<file path="config.mk">
export PLATFORM = sky130hd
export DESIGN_NAME = id_ex_stage
export DESIGN_NICKNAME = d
export VERILOG_FILES = /design/src/rtl/id_ex_stage.sv
export SDC_FILE = /design/constraint.sdc
export NUM_CORES = 1
export LEC_CHECK = 0
export CAP_MARGIN = 20
export CORE_ASPECT_RATIO = 0.5
export CORE_UTILIZATION = 37
export CTS_BUF_LIST = sky130_fd_sc_hd__clkbuf_2
export CTS_CLUSTER_DIAMETER = 150
export DETAILED_ROUTE_END_ITERATION = 16
export PLACE_DENSITY = 0.8
export SLEW_MARGIN = 25
export SYNTH_ARGS = -nofsm -noshare
export SYNTH_HDL_FRONTEND = slang
export SYNTH_SLANG_ARGS = --single-unit
</file>
<file path="constraint.sdc">
create_clock -name clk -period 2.15 [get_ports clk]
set_input_delay 0.215 -clock clk [delete_from_list [all_inputs] [get_ports clk]]
set_output_delay 0.215 -clock clk [all_outputs]
set_load 0.1 [all_outputs]
</file>
<file path="src/rtl/id_ex_stage.sv">
// ID/EX pipeline register feeding the ALU: captures decoded fields, resolves
// EX/MEM and MEM/WB forwarding, and detects load-use hazards.
module id_ex_stage #(
  parameter int          WIDTH  = 32,
  parameter int          REG_AW = 5,
  parameter logic [3:0]  OP_ADD = 4'b0010
) (
  input  logic              clk,
  input  logic              rst,
  input  logic              id_valid,
  input  logic [WIDTH-1:0]  id_pc,
  input  logic [WIDTH-1:0]  id_rs1_data,
  input  logic [WIDTH-1:0]  id_rs2_data,
  input  logic [WIDTH-1:0]  id_imm,
  input  logic [REG_AW-1:0] id_rs1_addr,
  input  logic [REG_AW-1:0] id_rs2_addr,
  input  logic [REG_AW-1:0] id_rd_addr,
  input  logic [3:0]        id_alu_op,
  input  logic              id_src_a_pc,
  input  logic              id_src_b_imm,
  input  logic              id_reg_write,
  input  logic              id_mem_read,
  input  logic              id_mem_write,
  input  logic              id_is_branch,
  input  logic              stall,
  input  logic              flush,
  input  logic [REG_AW-1:0] exmem_rd,
  input  logic              exmem_reg_write,
  input  logic [WIDTH-1:0]  exmem_result,
  input  logic [REG_AW-1:0] memwb_rd,
  input  logic              memwb_reg_write,
  input  logic [WIDTH-1:0]  memwb_result,
  output logic              load_use_stall,
  output logic              ex_valid,
  output logic [3:0]        ex_alu_op,
  output logic [WIDTH-1:0]  ex_a,
  output logic [WIDTH-1:0]  ex_b,
  output logic [WIDTH-1:0]  ex_store_data,
  output logic [WIDTH-1:0]  ex_pc,
  output logic [REG_AW-1:0] ex_rd_addr,
  output logic              ex_reg_write,
  output logic              ex_mem_read,
  output logic              ex_mem_write,
  output logic              ex_is_branch
);

  typedef struct packed {
    logic              valid;
    logic [WIDTH-1:0]  pc;
    logic [WIDTH-1:0]  rs1_data;
    logic [WIDTH-1:0]  rs2_data;
    logic [WIDTH-1:0]  imm;
    logic [REG_AW-1:0] rs1_addr;
    logic [REG_AW-1:0] rs2_addr;
    logic [REG_AW-1:0] rd_addr;
    logic [3:0]        alu_op;
    logic              src_a_pc;
    logic              src_b_imm;
    logic              reg_write;
    logic              mem_read;
    logic              mem_write;
    logic              is_branch;
  } stage_t;

  stage_t           stage_r;
  stage_t           stage_nxt_s;
  logic             load_use_s;
  logic [WIDTH-1:0] fwd_rs1_s;
  logic [WIDTH-1:0] fwd_rs2_s;

  // A bubble is an all-zero slot that still presents ADD to the ALU.
  function automatic stage_t bubble_f();
    stage_t b;
    b        = '0;
    b.alu_op = OP_ADD;
    return b;
  endfunction

  // EX/MEM beats MEM/WB; x0 never forwards so it always reads the latched zero.
  function automatic logic [WIDTH-1:0] forward_f(input logic [REG_AW-1:0] rs,
                                                 input logic [WIDTH-1:0]  rf_data);
    logic [WIDTH-1:0] r;
    if (exmem_reg_write && (exmem_rd != {REG_AW{1'b0}}) && (exmem_rd == rs)) begin
      r = exmem_result;
    end else if (memwb_reg_write && (memwb_rd != {REG_AW{1'b0}}) && (memwb_rd == rs)) begin
      r = memwb_result;
    end else begin
      r = rf_data;
    end
    return r;
  endfunction

  // Load in EX whose destination is read by the instruction waiting in decode.
  always_comb begin
    load_use_s = 1'b0;
    if (rst || flush) begin
      load_use_s = 1'b0;
    end else if (id_valid && stage_r.valid && stage_r.mem_read &&
                 (stage_r.rd_addr != {REG_AW{1'b0}}) &&
                 ((stage_r.rd_addr == id_rs1_addr) || (stage_r.rd_addr == id_rs2_addr))) begin
      load_use_s = 1'b1;
    end else begin
      load_use_s = 1'b0;
    end
  end

  // Next-state selection: flush > stall > load-use bubble > capture.
  always_comb begin
    stage_nxt_s = stage_r;
    if (flush) begin
      stage_nxt_s = bubble_f();
    end else if (stall) begin
      stage_nxt_s = stage_r;
    end else if (load_use_s) begin
      stage_nxt_s = bubble_f();
    end else begin
      stage_nxt_s.valid     = id_valid;
      stage_nxt_s.pc        = id_pc;
      stage_nxt_s.rs1_data  = id_rs1_data;
      stage_nxt_s.rs2_data  = id_rs2_data;
      stage_nxt_s.imm       = id_imm;
      stage_nxt_s.rs1_addr  = id_rs1_addr;
      stage_nxt_s.rs2_addr  = id_rs2_addr;
      stage_nxt_s.rd_addr   = id_rd_addr;
      stage_nxt_s.alu_op    = id_alu_op;
      stage_nxt_s.src_a_pc  = id_src_a_pc;
      stage_nxt_s.src_b_imm = id_src_b_imm;
      if (id_valid) begin
        stage_nxt_s.reg_write = id_reg_write;
        stage_nxt_s.mem_read  = id_mem_read;
        stage_nxt_s.mem_write = id_mem_write;
        stage_nxt_s.is_branch = id_is_branch;
      end else begin
        stage_nxt_s.reg_write = 1'b0;
        stage_nxt_s.mem_read  = 1'b0;
        stage_nxt_s.mem_write = 1'b0;
        stage_nxt_s.is_branch = 1'b0;
      end
    end
  end

  // Stage register with synchronous reset to a bubble.
  always_ff @(posedge clk) begin
    if (rst) begin
      stage_r <= bubble_f();
    end else begin
      stage_r <= stage_nxt_s;
    end
  end

  // Forwarding re-evaluates every cycle, including while the stage is stalled.
  always_comb begin
    fwd_rs1_s = forward_f(stage_r.rs1_addr, stage_r.rs1_data);
    fwd_rs2_s = forward_f(stage_r.rs2_addr, stage_r.rs2_data);
  end

  // Operand muxes into the ALU.
  always_comb begin
    ex_a = fwd_rs1_s;
    ex_b = fwd_rs2_s;
    if (stage_r.src_a_pc) begin
      ex_a = stage_r.pc;
    end else begin
      ex_a = fwd_rs1_s;
    end
    if (stage_r.src_b_imm) begin
      ex_b = stage_r.imm;
    end else begin
      ex_b = fwd_rs2_s;
    end
  end

  assign load_use_stall = load_use_s;
  assign ex_valid       = stage_r.valid;
  assign ex_alu_op      = stage_r.alu_op;
  assign ex_store_data  = fwd_rs2_s;
  assign ex_pc          = stage_r.pc;
  assign ex_rd_addr     = stage_r.rd_addr;
  assign ex_reg_write   = stage_r.reg_write & stage_r.valid;
  assign ex_mem_read    = stage_r.mem_read  & stage_r.valid;
  assign ex_mem_write   = stage_r.mem_write & stage_r.valid;
  assign ex_is_branch   = stage_r.is_branch & stage_r.valid;

endmodule

</file>
==> results of run 1 <==
critical path, delay by kind of cell (launching register included):
family | cells | cell delay [ns]
DFF | 1 | 0.40
muxes | 1 | 0.31
and+or+nand+nor | 1 | 0.58
AOI/OAI and AO/OA | 2 | 0.38
xor gates and xnor gates | 1 | 0.17
buffers and inverters | 2 | 0.39
final cells by class:
cell class	instances	area (µm²)
Antenna cell	4	10.0
Clock buffer	19	95.1
Clock inverter	13	199
Fill cell	972	2880
Inverter	14	52.6
Multi-Input combinational cell	558	6570
Sequential cell	154	3110
Tap cell	300	375
Timing Repair Buffer	717	8390
registers in the layout (all words and copies together), names as in the netlist:
| signal | cells |
|---|---|
| stage_r | 112 |
| ex_pc | 32 |
| ex_rd_addr | 5 |
| ex_alu_op | 4 |
| ex_valid | 1 |
stage by stage:
| stage | power [µW] | util [%] | setup WS [ns] |
|---|---|---|---|
| 6_report | 8890 | 86.7 | -1.22 |
| 5_1_grt | 9100 | 86.7 | -1.33 |
| 4_1_cts | 8580 | 82.5 | -1.23 |
| 3_5_place_dp | 6270 | 70.8 | -0.706 |
| 3_3_place_gp | 6230 | 70.8 | -0.653 |
| 2_1_floorplan | 4890 | - | -0.465 |
metal layers:
metal | global-route usage, % | up-vias | wire length, µm | part of all wire [%]
li1 | - | 4488 | - | -
met1 | 42.1 | 5238 | 17300 | 37
met2 | 65.1 | 672 | 24000 | 51
met3 | 6.80 | 205 | 3300 | 7.0
met4 | 21.6 | 0 | 2550 | 5.4
met5 | 0 | - | 0 | 0
cell families (layout without fill, tap and decap cells):
family / after synthesis / after routing
xor gates and xnor gates: 30 / 30
buffers and inverters: 152 / 763
other: 0 / 4
DFF: 154 / 154
and+or+nand+nor: 190 / 191
AOI/OAI and AO/OA: 274 / 274
muxes: 63 / 63
synthesized netlist by cell type (all sizes together), types with 11 or more instances:
cell type / count / share of area, %
nand2b: 18 / 1.4
a31oi: 31 / 2.4
a22o: 149 / 16
nor4: 32 / 2.6
mux2: 31 / 4.3
nor3: 49 / 3.0
xnor2: 11 / 1.2
a21oi: 18 / 1.1
xor2: 19 / 2.0
clkbuf: 55 / 2.5
a221oi: 14 / 2.4
nand2: 34 / 1.6
nand3: 32 / 2.0
dfxtp: 154 / 38
o31ai: 50 / 5.7
buf: 83 / 6.8
inv: 14 / 0.64
mux2i: 32 / 3.9
worst max path at each step:
| stage | from | endpoint | slack (ns) | cells past startpoint |
|---|---|---|---|---|
| floorplan | memwb_rd[0] | ex_b[10] | -0.47 | 7 |
| global placement | memwb_rd[3] | ex_b[26] | -0.65 | 8 |
| detailed placement | memwb_rd[3] | ex_b[11] | -0.71 | 9 |
| CTS | stage_r[17] | ex_b[11] | -1.23 | 8 |
| global route | stage_r[15] | ex_b[22] | -1.33 | 9 |
| finish | stage_r[15] | ex_b[28] | -1.22 | 7 |
timing repair:
| action | in CTS | in global routing |
|---|---|---|
| hold buffers | 152 | 0 |
| endpoints found under the setup margin | 97 | 172 |
| cloned | 3 | 13 |
| pin swaps | 29 | 119 |
| endpoints found under the hold margin | 151 | 0 |
| setup buffers | 14 | 17 |
| resized for setup | 113 | 91 |
where the power goes:
| part | internal [µW] | switching, µW | total (µW) |
|---|---|---|---|
| Clock | 884 | 1210 | 2100 |
| Combinational | 1660 | 2070 | 3730 |
| Sequential | 2960 | 108 | 3060 |
==> flow_metrics.tcl, run 1 <==
set metrics [dict create \
    status "finished with violations" \
    violations "setup timing" \
    rows 38 \
    p_leak_uw 0.00699 \
    ys.flop_type "dfxtp_1" \
    finalWirelength_mm 47.2 \
    yosys.area_share.simple_pct 12.2 \
    insertion_delay_ns 0.88 \
    core_area_um2 21700 \
    ioPinCount 377 \
    place.gp.congestion 0.899 \
    syn_inst 863 \
    critPathLaunchType "register" \
    dp_hpwl_mm 28.1 \
    hold_class "input port to register" \
    holdPathStages 3 \
    placed_cells 1551 \
    die_h_um 107 \
    setup_tns_ns -108.16 \
    cts_buffers 17 \
    design_area_um2 18800 \
    synth-edff-count 0 \
    remaining_drc_errors 0 \
    final_common_cell "clkdlybuf4s50_1" \
    grt_pass1_wl_mm 63.3 \
    grt_overflow 0 \
    start_util_pct 37.8 \
    crit_chain "xor2_1 -> or4b_4 -> buf_12 -> o31ai_4 -> a31oi_4 -> mux2_4 -> buf_12" \
    via_per_inst 5.96 \
    setup_violations 186 \
    syn_area_um2 8200 \
    synth_top_family_by_area "compound AO/OA/AOI/OAI gates" \
    rsz0062_at_grt "yes" \
    fin_cells 1779 \
    path_clk_slew_ns 0.27 \
    dieArea_um2 22800 \
    worst_setup_path_end_kind "primary output" \
    critical_path_class "register to primary output" \
    synth-async-reset-ratio_pct 0 \
    antenna_found_initial 4 \
    syn_nets 1097 \
    io_buffers 376 \
    area_growth_pct 129 \
    dr_total_vias 10600 \
    cts_sinks 154 \
    path_max_fanout 23 \
    drive_above_1_share_pct 41.7 \
    worst_slack_ns -1.22 \
    regToRegSetupSlack_ns -0.16 \
    layout_worst_path_cycle_share_pct 157 \
    synthAdderAreaFrac_pct 0 \
    synth_cell_types 42 \
    place_area_um2 15300 \
    cts_tree "yes" \
    nNetsFinal 1696 \
    dr.pass1.iters 5 \
    layout.cells.most_common_list "clkdlybuf4s50_1, buf_4, dlygate4sd3_1" \
    worstMarginPinSlew_ns 0.627 \
    r2r-start "ex_rd_addr[0]" \
    syn_area_per_cell_um2 9.50 \
    path_common_cell "buf_12" \
    irDropWorstVdd_uv 288 \
    finClkSkew_ns 0.0499 \
    track_usage_pct 36.9 \
    arrival_ns 3.15 \
    reg2reg_to "stage_r[100]" \
    max_freq_mhz 297 \
    muxShareOfSynthArea_pct 8.16 \
    htreeDepth 4 \
    synth_compound_area_share_pct 28.9 \
    synthXorXnorAreaFrac_pct 3.20 \
    hold_viol_final 0 \
    r2r_cells 11 \
    grt_pass1_vias 10800 \
    maxCapViolCount 0 \
    hold_ws_ns 0.0939 \
    slowest_stage "or4b_4" \
    die_width_um 213 \
    drt-initial-drc-count 1018 \
    synth_warnings 0 \
    ctsLongestPathBuffers 2 \
    grt_max_degree 57 \
    synth_seq_cells 154 \
    slew_viol_final 0 \
    cpPeakStageDelay_ns 0.58 \
    powerDensity_nw_per_um2 473 \
    slew_headroom_pct 58.2 \
    required_ns 1.93 \
    synth-seq-area-share_pct 37.6 \
    min_to "ex_alu_op[1]" \
    root_buffer "clkbuf_2" \
    holdCritStartpoint "rst" \
    wire_per_inst_um 26.5 \
    finalCriticalPeriod_ns 3.37 \
    drtAntennaViolNets 0 \
]
Note: power is estimated with default switching activity, not from simulation.
==> run 2, diff against run 1 <==
CTS_BUF_LIST = unset   (was sky130_fd_sc_hd__clkbuf_2)
==> flow_metrics.tcl, run 2 (same netlist as run 1, synthesis figures left out) <==
set metrics [dict create \
    diodes 0 \
    hold_class "input port to register" \
    drtAntennaViolNets 0 \
    maxCapViolCount 0 \
    min_to "stage_r[93]" \
    finalWirelength_mm 37.9 \
    final_common_cell "clkdlybuf4s50_1" \
    grt_pass1_vias 9596 \
    dr_total_vias 9177 \
    nNetsFinal 1519 \
    layout.cells.most_common_list "clkdlybuf4s50_1, buf_4, a22o_1" \
    violations "setup timing" \
    grt_max_degree 57 \
    critPathLaunchType "register" \
    dr.pass1.iters 5 \
    antenna_found_initial 1 \
    holdPathStages 2 \
    powerDensity_nw_per_um2 577 \
    worst_setup_path_end_kind "primary output" \
    rsz0062_at_grt "yes" \
    max_freq_mhz 348 \
    hold_buffers 0 \
    hold_viol_final 0 \
    drt-initial-drc-count 647 \
    insertion_delay_ns 0.45 \
    finClkSkew_ns 0.00957 \
    critical_path_class "register to primary output" \
    ctsLongestPathBuffers 2 \
    place.gp.congestion 0.899 \
    die_h_um 107 \
    status "finished with violations" \
    track_usage_pct 33.3 \
    dp_hpwl_mm 28.1 \
    p_leak_uw 0.00623 \
    slew_headroom_pct 66.2 \
    final_util_pct 77.7 \
    area_growth_pct 105 \
    largest_register "stage_r" \
    worstMarginPinSlew_ns 0.504 \
    slew_viol_final 0 \
    finalCriticalPeriod_ns 2.87 \
    drive_above_1_share_pct 42.8 \
    grt_pass1_wl_mm 57.3 \
    die_width_um 213 \
    wire_per_inst_um 23.7 \
    htreeDepth 4 \
    start_util_pct 37.8 \
    worst_slack_ns -0.722 \
    cts_sinks 154 \
    rows 38 \
    irDropWorstVdd_uv 461 \
    reg2reg_to "stage_r[111]" \
    via_per_inst 5.74 \
    cts_buffers 17 \
    remaining_drc_errors 0 \
    ioPinCount 377 \
    dieArea_um2 22800 \
    holdCritStartpoint "id_rs1_data[4]" \
    largest_reg_flops 112 \
    required_ns 1.93 \
    layout_worst_path_cycle_share_pct 134 \
    total_power_uw 9720 \
    setup_violations 96 \
    core_area_um2 21700 \
    r2r_cells 5 \
    io_buffers 376 \
    r2r-start "ex_rd_addr[1]" \
    grt_overflow 0 \
    path_clk_slew_ns 0.07 \
    cts_tree "yes" \
    setup_tns_ns -55.76 \
    arrival_ns 2.66 \
    hold_ws_ns 0.366 \
    path_max_fanout 23 \
    root_buffer "clkbuf_16" \
    pre_cts_ws_ns -0.706 \
    regToRegSetupSlack_ns 0.10 \
]
[run 2: how the worst max path moves through the flow]
stage / from / end / slack [ns]
global placement: memwb_rd[3] / ex_b[26] / -0.65
floorplan: memwb_rd[0] / ex_b[10] / -0.47
CTS: stage_r[17] / ex_b[11] / -0.72
finish: stage_r[15] / ex_b[23] / -0.72
detailed placement: memwb_rd[3] / ex_b[11] / -0.71
global route: stage_r[15] / ex_b[11] / -0.78
[run 2: through the flow]
step | instance area (µm²) | instances
finish | 16800 | 1598
floorplan | 9670 | 863
global placement | 15300 | 1551
detailed placement | 15300 | 1551
CTS | 16700 | 1598
global route | 16800 | 1598
[run 2: repair_timing]
| action | in CTS | in global routing |
|---|---|---|
| pin swaps | 10 | 14 |
| setup endpoints to repair | 96 | 97 |
| cloned | 4 | 0 |
| gates resized for setup | 89 | 37 |
| buffers inserted | 12 | 3 |
[run 2: final cells by class]
cell class,count,area [µm²]
Fill cell,1345,4830
Clock buffer,20,447
Clock inverter,12,195
Tap cell,300,375
Sequential cell,154,3110
Multi-Input combinational cell,558,6290
Inverter,14,52.6
Timing Repair Buffer,540,6380
[run 2: per-layer routing]
metal	part of all wire [%]	track usage, %
met2	51	58.7
met5	0.026	0
met1	40	40.6
met4	3.8	13.5
met3	5.0	5.34
[run 2: critical path, cell delays in order, from the launching register on]
cell and delay (ns):
dfxtp_1 0.34, xor2_1 0.18, or4b_4 0.58, buf_12 0.22
o31ai_4 0.26, a31oi_4 0.12, mux2_4 0.30, buf_12 0.17
[run 2: where the power goes]
| group | switching [µW] | internal (µW) |
|---|---|---|
| clock | 1280 | 2090 |
| combinational | 1900 | 1410 |
| sequential | 96.6 | 2950 |
| total | 3270 | 6440 |
==> run 3, diff against run 2 <==
CORE_MARGIN = 5   (was unset)
==> flow_metrics.tcl, run 3 (same netlist as run 1, synthesis figures left out) <==
set metrics [dict create \
    largest_reg_flops 112 \
    grt_pass1_vias 9681 \
    dp_hpwl_mm 29.2 \
    total_power_uw 9380 \
    p_sw_uw 3220 \
    irDropWorstVdd_uv 376 \
    setup_violations 96 \
    critPathLaunchType "register" \
    place_area_um2 15300 \
    path_buf_inv 2 \
    slew_headroom_pct 69.4 \
    clock_power_share_pct 32.2 \
    worstMarginPinSlew_ns 0.459 \
    hold_class "input port to register" \
    io_buffers 376 \
    die_width_um 221 \
    path_common_cell "buf_12" \
    grt_overflow 0 \
    drive_above_1_share_pct 43.4 \
    p_int_uw 6160 \
    crit_chain "xor2_1 -> or4b_4 -> buf_12 -> o31ai_4 -> a31oi_4 -> mux2_4 -> buf_12" \
    via_per_inst 5.66 \
    remaining_drc_errors 0 \
    ioPinCount 377 \
    slowest_stage "or4b_4" \
    violations "setup timing" \
    htreeDepth 4 \
    powerDensity_nw_per_um2 556 \
    maxCapViolCount 0 \
    final_util_pct 77.7 \
    rows 38 \
    rsz0062_at_grt "yes" \
    arrival_ns 2.63 \
    nNetsFinal 1528 \
    slew_viol_final 0 \
    required_ns 1.93 \
    grt_pass1_wl_mm 58.6 \
    cts_sinks 154 \
    path_max_fanout 23 \
    p_seq_share_pct 32.5 \
    hold_ws_ns 0.373 \
    cpPeakStageDelay_ns 0.59 \
    drt-initial-drc-count 651 \
    dieArea_um2 25400 \
    cp_top_family "simple AND/OR/NAND/NOR gates" \
    p_leak_uw 0.00626 \
    track_usage_pct 30.0 \
    insertion_delay_ns 0.44 \
    worst_slack_ns -0.695 \
    finClkSkew_ns 0.00866 \
    die_h_um 115 \
    largest_register "stage_r" \
    grt_max_degree 61 \
    cts_tree "yes" \
    setup_tns_ns -55.47 \
    core_area_um2 21700 \
    place.gp.congestion 0.878 \
    status "finished with violations" \
    critical_path_class "register to primary output" \
    antenna_found_initial 2 \
    cts_buffers 17 \
    p_sw_share_pct 34.4 \
    start_util_pct 37.7 \
    regToRegSetupSlack_ns 0.15 \
    area_growth_pct 106 \
    hold_viol_final 0 \
    finalWirelength_mm 39.2 \
    design_area_um2 16900 \
    path_clk_slew_ns 0.06 \
    max_freq_mhz 352 \
    final_common_cell "clkdlybuf4s50_1" \
    wire_per_inst_um 24.4 \
    dr.pass1.iters 7 \
    ctsLongestPathBuffers 2 \
    finalCriticalPeriod_ns 2.84 \
    worst_setup_path_end_kind "primary output" \
    dr_total_vias 9083 \
    drtAntennaViolNets 0 \
    pwr-share-comb_pct 35.3 \
    layout_worst_path_cycle_share_pct 132 \
    layout.cells.most_common_list "clkdlybuf4s50_1, buf_4, a22o_1" \
    root_buffer "clkbuf_16" \
]
run 3: cell count changes in the layout (fill, tap and decap cells not counted), sizes merged, moves of 2 or more:
cell	before	now
clkdlybuf4s50	228	226
dlygate4sd2	4	7
bufinv	5	1
diode	0	2
buf	307	317
clkbuf	20	23
clkinv	5	3
run 3: power groups by stage:
stage	clock, µW	sequential (µW)	combinational, µW
final	3020	3050	3320
after detailed placement	0	3100	3170
after floorplan	0	3070	1820
after CTS	3070	3040	3280
after global placement	0	3100	3130
after global routing	3210	3060	3410
run 3: path summary, 6_finish.rpt:
path | from | cells past startpoint | to
setup reg to reg | ex_rd_addr[1] | 5 | stage_r[111]
hold reg to reg | stage_r[2] | 1 | stage_r[2]
hold / removal | id_pc[12] | 2 | ex_pc[12]
setup / recovery | stage_r[17] | 7 | ex_b[27]
run 3: worst register-to-register path: stages (launching register included):
cell and delay [ns]:
dfxtp_2 0.35, or4_4 0.54, o2111ai_4 0.26, o21ba_4 0.25, buf_12 0.28, a22o_1 0.27
run 3: cell type report:
| type | instances | area (µm²) |
|---|---|---|
| well taps | 300 | 375 |
| clock inverters | 6 | 60.1 |
| repair buffers | 550 | 6490 |
| flip-flops and latches | 154 | 3110 |
| fillers | 1326 | 4840 |
| multi-input cells | 557 | 6280 |
| clock buffers | 23 | 520 |
| diodes | 2 | 5.00 |
| inverters | 14 | 52.6 |
run 3: per-layer routing:
layer,part of all wire (%),global-route usage [%]
met1,39,35.4
met2,53,54.8
met3,5.0,5.50
met4,2.9,10.9
met5,0,0
run 3: repair_timing:
action,in CTS,in global routing
pin swaps,25,15
setup buffers,15,5
setup endpoints to repair,96,98
gates resized for setup,104,48
gates cloned,7,0
endpoints found under the hold margin,0,0
hold buffers,0,0
run 3: metrics by stage:
step / setup slack, ns / std cells
after global placement: -0.626 / 1558
after detailed placement: -0.680 / 1558
after global routing: -0.754 / 1606
after floorplan: -0.465 / 863
after CTS: -0.709 / 1607
final: -0.695 / 1606
